`src/rtl/fetch_stage_if.sv`:
```
// fetch_stage_if: instruction-memory request/response, redirect and decode handoff signals of the fetch stage.
interface fetch_stage_if;
  logic        imem_req_valid;
  logic        imem_req_ready;
  logic [31:0] imem_req_addr;
  logic        imem_rsp_valid;
  logic [31:0] imem_rsp_data;
  logic        redirect_valid;
  logic [31:0] redirect_pc;
  logic        id_ready;
  logic        id_valid;
  logic [31:0] id_instr;
  logic [31:0] id_pc;
  logic [31:0] id_pc_plus4;
  logic [6:0]  id_opcode;
  logic [2:0]  id_funct3;
  modport master (
    output imem_req_valid, imem_req_addr, id_valid, id_instr, id_pc, id_pc_plus4, id_opcode, id_funct3,
    input  imem_req_ready, imem_rsp_valid, imem_rsp_data, redirect_valid, redirect_pc, id_ready
  );
  modport slave (
    input  imem_req_valid, imem_req_addr, id_valid, id_instr, id_pc, id_pc_plus4, id_opcode, id_funct3,
    output imem_req_ready, imem_rsp_valid, imem_rsp_data, redirect_valid, redirect_pc, id_ready
  );
endinterface

```
`src/rtl/fetch_stage.sv`:
```
// fetch_stage: RV32 program counter, credit-limited imem requests and in-order response buffer for decode.
module fetch_stage #(
  parameter logic [31:0] RESET_PC = 32'h0000_0000,
  parameter int          DEPTH    = 2
) (
  input logic         clk,
  input logic         reset,
  fetch_stage_if.master bus
);
  localparam int CW = $clog2(DEPTH + 1);
  localparam int PW = DEPTH > 1 ? $clog2(DEPTH) : 1;
  localparam logic [CW-1:0] FULL = CW'(DEPTH);
  logic [31:0]   fetch_pc, rsp_pc, target;
  logic [CW-1:0] outstanding, drop_cnt, count;
  logic [PW-1:0] rd_ptr, wr_ptr;
  logic [31:0]   instr_q [DEPTH];
  logic [31:0]   pc_q    [DEPTH];
  logic [CW:0]   credit;
  logic          pop, push, req;
  function automatic logic [PW-1:0] nxt(input logic [PW-1:0] p);
    return p == PW'(DEPTH - 1) ? '0 : p + 1'b1;
  endfunction
  always_comb begin
    target = bus.redirect_pc & ~32'h3;
    pop = bus.id_valid && bus.id_ready;
    // In-flight requests plus buffered entries never exceed DEPTH, so a response always finds space.
    credit = {1'b0, outstanding} + {1'b0, count} - {{CW{1'b0}}, pop};
    bus.imem_req_valid = !reset && !bus.redirect_valid && credit < (CW + 1)'(DEPTH);
    req = bus.imem_req_valid && bus.imem_req_ready;
    push = bus.imem_rsp_valid && drop_cnt == '0 && !bus.redirect_valid;
  end
  assign bus.imem_req_addr = fetch_pc;
  assign bus.id_valid      = count != '0;
  assign bus.id_instr      = instr_q[rd_ptr];
  assign bus.id_pc         = pc_q[rd_ptr];
  assign bus.id_pc_plus4   = bus.id_valid ? pc_q[rd_ptr] + 32'd4 : '0;
  assign bus.id_opcode     = instr_q[rd_ptr][6:0];
  assign bus.id_funct3     = instr_q[rd_ptr][14:12];
  always_ff @(posedge clk or posedge reset) begin
    if (reset) begin
      fetch_pc    <= RESET_PC;
      rsp_pc      <= RESET_PC;
      outstanding <= '0;
      drop_cnt    <= '0;
      count       <= '0;
      rd_ptr      <= '0;
      wr_ptr      <= '0;
      for (int i = 0; i < DEPTH; i++) begin
        instr_q[i] <= '0;
        pc_q[i]    <= '0;
      end
    end else begin
      outstanding <= outstanding + CW'(req) - CW'(bus.imem_rsp_valid);
      if (bus.redirect_valid) begin
        fetch_pc <= target;
        rsp_pc   <= target;
        drop_cnt <= outstanding - CW'(bus.imem_rsp_valid);
        count    <= '0;
        rd_ptr   <= '0;
        wr_ptr   <= '0;
      end else begin
        if (req) fetch_pc <= fetch_pc + 32'd4;
        if (bus.imem_rsp_valid && drop_cnt != '0) drop_cnt <= drop_cnt - 1'b1;
        if (push) begin
          instr_q[wr_ptr] <= bus.imem_rsp_data;
          pc_q[wr_ptr]    <= rsp_pc;
          rsp_pc          <= rsp_pc + 32'd4;
          wr_ptr          <= nxt(wr_ptr);
        end
        if (pop) rd_ptr <= nxt(rd_ptr);
        count <= count + CW'(push) - CW'(pop);
      end
    end
  end
  assert property (@(posedge clk) disable iff (reset) !(push && count == FULL));
endmodule
```
`src/flat_wrapper.sv`:
```
// flat-port wrapper written by rule: the top's interface ports become plain ports
module fetch_stage_flat 
#(
  parameter logic [31:0] RESET_PC = 32'h0000_0000,
  parameter int          DEPTH    = 2
)
  (clk, reset, bus_imem_req_valid, bus_imem_req_addr, bus_id_valid, bus_id_instr, bus_id_pc, bus_id_pc_plus4, bus_id_opcode, bus_id_funct3, bus_imem_req_ready, bus_imem_rsp_valid, bus_imem_rsp_data, bus_redirect_valid, bus_redirect_pc, bus_id_ready);
  fetch_stage_if bus_i ();
  input logic clk;
  input logic reset;
  output wire logic [$bits(bus_i.imem_req_valid)-1:0] bus_imem_req_valid;
  output wire logic [$bits(bus_i.imem_req_addr)-1:0] bus_imem_req_addr;
  output wire logic [$bits(bus_i.id_valid)-1:0] bus_id_valid;
  output wire logic [$bits(bus_i.id_instr)-1:0] bus_id_instr;
  output wire logic [$bits(bus_i.id_pc)-1:0] bus_id_pc;
  output wire logic [$bits(bus_i.id_pc_plus4)-1:0] bus_id_pc_plus4;
  output wire logic [$bits(bus_i.id_opcode)-1:0] bus_id_opcode;
  output wire logic [$bits(bus_i.id_funct3)-1:0] bus_id_funct3;
  input wire logic [$bits(bus_i.imem_req_ready)-1:0] bus_imem_req_ready;
  input wire logic [$bits(bus_i.imem_rsp_valid)-1:0] bus_imem_rsp_valid;
  input wire logic [$bits(bus_i.imem_rsp_data)-1:0] bus_imem_rsp_data;
  input wire logic [$bits(bus_i.redirect_valid)-1:0] bus_redirect_valid;
  input wire logic [$bits(bus_i.redirect_pc)-1:0] bus_redirect_pc;
  input wire logic [$bits(bus_i.id_ready)-1:0] bus_id_ready;
  assign bus_imem_req_valid = bus_i.imem_req_valid;
  assign bus_imem_req_addr = bus_i.imem_req_addr;
  assign bus_id_valid = bus_i.id_valid;
  assign bus_id_instr = bus_i.id_instr;
  assign bus_id_pc = bus_i.id_pc;
  assign bus_id_pc_plus4 = bus_i.id_pc_plus4;
  assign bus_id_opcode = bus_i.id_opcode;
  assign bus_id_funct3 = bus_i.id_funct3;
  assign bus_i.imem_req_ready = bus_imem_req_ready;
  assign bus_i.imem_rsp_valid = bus_imem_rsp_valid;
  assign bus_i.imem_rsp_data = bus_imem_rsp_data;
  assign bus_i.redirect_valid = bus_redirect_valid;
  assign bus_i.redirect_pc = bus_redirect_pc;
  assign bus_i.id_ready = bus_id_ready;
  fetch_stage #(.RESET_PC(RESET_PC), .DEPTH(DEPTH)) u_core (.clk(clk), .reset(reset), .bus(bus_i));
endmodule
```
`config.mk`:
```
export PLATFORM = sky130hd
export DESIGN_NAME = fetch_stage_flat
export DESIGN_NICKNAME = d
export VERILOG_FILES = /design/src/rtl/fetch_stage_if.sv /design/src/rtl/fetch_stage.sv /design/src/flat_wrapper.sv
export SDC_FILE = /design/constraint.sdc
export NUM_CORES = 1
export LEC_CHECK = 0
export ABC_AREA = 1
export CAP_MARGIN = 20
export CORE_MARGIN = 2
export CORE_UTILIZATION = 53
export DETAILED_ROUTE_END_ITERATION = 10
export GPL_TIMING_DRIVEN = 0
export PLACE_DENSITY = 0.78
export SLEW_MARGIN = 0
export SYNTH_ARGS = -nofsm -noshare
export SYNTH_HDL_FRONTEND = slang
export SYNTH_SLANG_ARGS = --single-unit
```
`constraint.sdc`:
```
create_clock -name clk -period 10.7 [get_ports clk]
set_input_delay 2.14 -clock clk [delete_from_list [all_inputs] [get_ports clk]]
set_output_delay 2.14 -clock clk [all_outputs]
set_load 0.02 [all_outputs]
```
=== Word level (Yosys, flattened, before mapping) ===
Index checks and enable logic that the tools add are counted.

* Register bits: 200
* Output and inout port bits: 140

* Bitwise logic cells: 3
* Order comparisons: 4
* Mux-type cells: 24
* Add/subtract/negate cells: 13
* Reduce and logical (&&, ||, !) cells: 18

{| class="wikitable"
|+ Operators by type and width
! operator !! number
|-
| 32-bit two-way mux || 12
|-
| 64-bit bitwise mux || 2
|-
| 32-bit by 3-bit adder with 32-bit output, second input constant || 3
|-
| 32-bit demux with 1-bit select || 1
|-
| 2-bit nonzero test || 6
|-
| 1-bit logical AND || 8
|-
| 1-bit two-way mux || 6
|-
| 2-bit two-way mux || 3
|-
| 2-bit by 1-bit subtractor with 2-bit output || 3
|-
| 2-bit by 1-bit adder with 2-bit output || 2
|-
| 2-bit greater-or-equal comparator, second input constant || 2
|-
| 1-bit NOT with 2-bit output || 2
|-
| 2-bit by 2-bit adder with 3-bit output || 1
|-
| 3-bit by 2-bit less-than comparator with 1-bit output, second input constant || 1
|-
| 3-bit by 1-bit subtractor with 3-bit output || 1
|-
| 1-bit adder, second input constant || 2
|-
| 1-bit zero test || 2
|-
| 2-bit zero test || 1
|-
| 2-bit by 1-bit less-than comparator with 1-bit output, second input constant || 1
|-
| 2-bit AND reduction || 1
|-
| 2-bit by 1-bit subtractor with 2-bit output, second input constant || 1
|-
| 1-bit NOT || 1
|}

=== Depth between registers and ports, before layout ===
* Depth in word-level cells: 8
* Depth in mapped cells: 15
* Mapped depth without buffers: 14

=== Worst setup path after synthesis ===
No wires, ideal clock.

* Kind: input-to-output
* Start: input reset
* End: output bus_imem_req_valid
* Path slack: 1499 ps
* Data arrival time: 7061 ps
* Stages: 3
* Cells stage by stage: inv_1 nand2_1 nor3_1

* Longest elaborated chain between the ends: 3

{| class="wikitable"
|+ RTL lines
! element !! RTL line !! source
|-
| start, declared || flat_wrapper.sv:10 || <nowiki>input logic reset;</nowiki>
|-
| 1-bit zero test || fetch_stage.sv:28 || <nowiki>bus.imem_req_valid = !reset && !bus.redirect_valid && credit < (CW + 1)'(DEPTH);</nowiki>
|-
| 1-bit logical AND (2 in series) || fetch_stage.sv:28 ||
|-
| end, declared || flat_wrapper.sv:11 || <nowiki>output wire logic [$bits(bus_i.imem_req_valid)-1:0] bus_imem_req_valid;</nowiki>
|}

No other way between the ends.

=== Worst setup path in the final report ===
* Start: input bus_id_ready
* End: output bus_imem_req_valid

* Longest elaborated chain between the ends: 4

{| class="wikitable"
|+ RTL lines
! element !! RTL line !! source
|-
| start, declared || flat_wrapper.sv:24 || <nowiki>input wire logic [$bits(bus_i.id_ready)-1:0] bus_id_ready;</nowiki>
|-
| 1-bit logical AND || fetch_stage.sv:25 || <nowiki>pop = bus.id_valid && bus.id_ready;</nowiki>
|-
| 3-bit by 1-bit subtractor with 3-bit output || fetch_stage.sv:27 || <nowiki>credit = {1'b0, outstanding} + {1'b0, count} - {{CW{1'b0}}, pop};</nowiki>
|-
| 3-bit by 2-bit less-than comparator with 1-bit output || fetch_stage.sv:28 ||
|-
| 1-bit logical AND || fetch_stage.sv:28 ||
|}

No other way between the ends.

==> flow_summary.ini <==
[die]
rows = 53
start_util_pct = 53.8
core_mm2 = 0.0209
die-area_mm2 = 0.0224
die_h_um = 150
ios = 210
fp.dieW_um = 150

[yosys]
syn-cell-area_mm2 = 0.0112
yosys_warnings = 0
ys_types = 38
synthArstFlopShare_pct = 100
ys.flop_type = dfrtp_1
syn_inst = 1631
ys_seq_area_share_pct = 42.8
synth-edff-count = 0
syn_avg_cell_area_um2 = 6.88
ys_ff_latch = 192

[timing]
finalHoldViolCount = 0
slew_headroom_pct = 56.1
setup_viol = 0
hold_ws_ns = 0.489
fmax_mhz = 153
drv_slew = 0
timing.final.crit_period_ns = 6.55
worst_slew_pin_slew_ns = 0.659
grt_setup_unrepaired = no
setup_ws_ns = 4.15
period_share_pct = 61.2
clock-skew-final_ns = 0.0101

[clocking]
post_cts_buffers = 0
cts.sinks = 192
h-tree-depth = 4
clockBufferDepth = 2
post_cts_resized = 0
clkLatencyLatePin_ns = 0.43
holdBufCountCts = 0
cts.clk_slew.worst_paths_ns = 0.07
cts_buffers = 17
root_buffer = clkbuf_16
cts_tree = yes

[route]
routed_via_density = 5.27
vias = 11300
routed_wl_um = 33000
wl_per_cell_um = 15.4
drtAntennaViolNets = 0
drtIter0Drc = 810
drt_pass1_iterations = 5
route.detailed.drc = 0

[setup_path]
worstReg2RegStart = u_core.count[1]
path_class = input pin to primary output
slowest_stage = clkdlybuf4s50_1
critPathMaxStageDelay_ns = 0.64
endpoint_kind = primary output
cpLargestDelayFamily = buffers and inverters
crit_chain = clkdlybuf4s50_1 > nand2_1 > nor2_1 > o21ai_0 > fa_1 > inv_1 > nor3_1 > clkdlybuf4s50_1
startpoint_type = input pin
cp_num_buf_inv = 3
worstPathMaxFanout = 4
worstPathArrival_ns = 4.41
cpMostUsedCell = clkdlybuf4s50_1
cp-startpoint = bus_id_ready
required_ns = 8.56

[power]
peakVddDrop_v = 0.000125
p_leak_nw = 6.89
powerDensity_mw_per_mm2 = 258

[placement]
dp_hpwl_um = 25000
detailedPlace.worstSlack_ns = 4.13
port_buffers = 201
routabilityCongestion = 0.914

[global_routing]
grt_max_degree = 130
grt_usage_pct = 30.0
grt_overflow_total = 0
antenna_found_initial = 0
grt_pass1_wl_um = 53000
grt_pass1_vias = 10500

[final_layout]
areaGrowthSynthToFinish_pct = 26.6
layout-drive-gt1-share_pct = 6.20
final_net_count = 1937
fin_util_pct = 68.0
diodes = 0

[min_path]
worstHoldStart = u_core.pc_q[53]
hold_path_class = flip-flop to flip-flop

[job]
cap_viol_max_count = 0

[run_status]
status = completed
registers in the layout, summed over array words and instances (netlist names):
register / flops
u_core.count: 2
u_core.wr_ptr: 1
u_core.outstanding: 2
u_core.bus.imem_req_addr: 30
u_core.drop_cnt: 2
u_core.rd_ptr: 1
u_core.rsp_pc: 30
u_core.instr_q: 64
u_core.pc_q: 60
synth_stat cells (all sizes together), types with 11 or more instances:
master,instances,area share (%)
nand2,631,22
dfrtp,192,43
inv,189,6.3
o21ai,168,7.5
nor2,167,6.2
nand3,82,3.7
a21oi,39,1.7
buf,39,2.4
clkbuf,38,1.3
xor2,19,1.5
nor3,12,0.53
o211ai,11,0.74
cell usage in the layout (no fill, tap or decap), types with 6 or more instances in the layout:
cell and count:
o21ai_0 160, nor2_2 10, clkbuf_1 38, buf_4 18, o211ai_1 11, a21oi_1 39
ha_1 9, inv_1 184, dfrtp_1 192, nand3_1 82, nor3_1 12, o21bai_1 9
conb_1 6, buf_1 6, xor2_1 19, nor2_1 151, clkdlybuf4s50_1 201, clkbuf_16 17
nand2_2 21, nand2_1 605, nor2_4 6, buf_2 11, o21ai_1 7
layer usage:
metal  wire length [µm]  track usage (%)
met1              14700             41.7
met2              15500             48.9
met3               2040             4.15
met4                710             9.48
met5                  0                0
report_power, final:
part           switching (W)  internal (W)  leakage (nW)  total, W
sequential          0.000194      0.000986          2.43   0.00118
combinational        0.00110      0.000759          4.19   0.00186
clock               0.000312      0.000311         0.275  0.000623
path summary, 6_finish.rpt:
path | endpoint | slack, ns | depth (start not counted)
min reg2reg | u_core.pc_q[53] | 0.49 | 2
max | bus_imem_req_valid | 4.15 | 8
min in group asynchronous | u_core.instr_q[28] | 2.13 | 2
max in group asynchronous | u_core.pc_q[49] | 7.56 | 3
min | u_core.pc_q[53] | 0.49 | 2
max reg2reg | u_core.bus.imem_req_addr[29] | 7.23 | 15
kinds of logic (layout without fill, tap and decap cells):
group / after synthesis / in the layout / synth area share (%)
XOR/XNOR: 23 / 23 / 1.79
other: 1 / 6 / 0.0334
AO/OA/AOI/OAI: 235 / 235 / 11.2
buffers and inverters: 266 / 500 / 9.97
flip-flops: 192 / 192 / 42.8
AND/OR/NAND/NOR: 904 / 904 / 33.1
adder cells (fa/ha/maj): 10 / 10 / 1.18
layout make-up:
| class | count | area [µm²] |
|---|---|---|
| sequential | 192 | 4800 |
| buffer | 77 | 410 |
| tap | 275 | 344 |
| clock buffer | 18 | 429 |
| inverter | 189 | 717 |
| fill | 1830 | 6680 |
| clock inverter | 14 | 145 |
| multi-input combinational | 1178 | 5320 |
| timing repair buffer | 202 | 2040 |
worst reg2reg max path, delay by kind of cell (launching register included):
| family | cells | cell delay [ns] |
|---|---|---|
| compound gates | 2 | 0.18 |
| fa+ha+maj | 1 | 0.50 |
| buf+inv | 5 | 0.61 |
| flops | 1 | 0.42 |
| simple gates | 7 | 1.63 |
stage by stage:
stage	setup TNS, ns	instance area, µm²	total power [W]	std cells
finish	0	14200	0.00367	2145
global route	0	14200	0.00391	2145
CTS	0	14200	0.00367	2145
detailed placement	0	13600	0.00304	2113
global placement	-0.791	13600	0.00299	2112
floorplan	0	11200	0.00227	1636
Power figures use the tool's default switching activity.
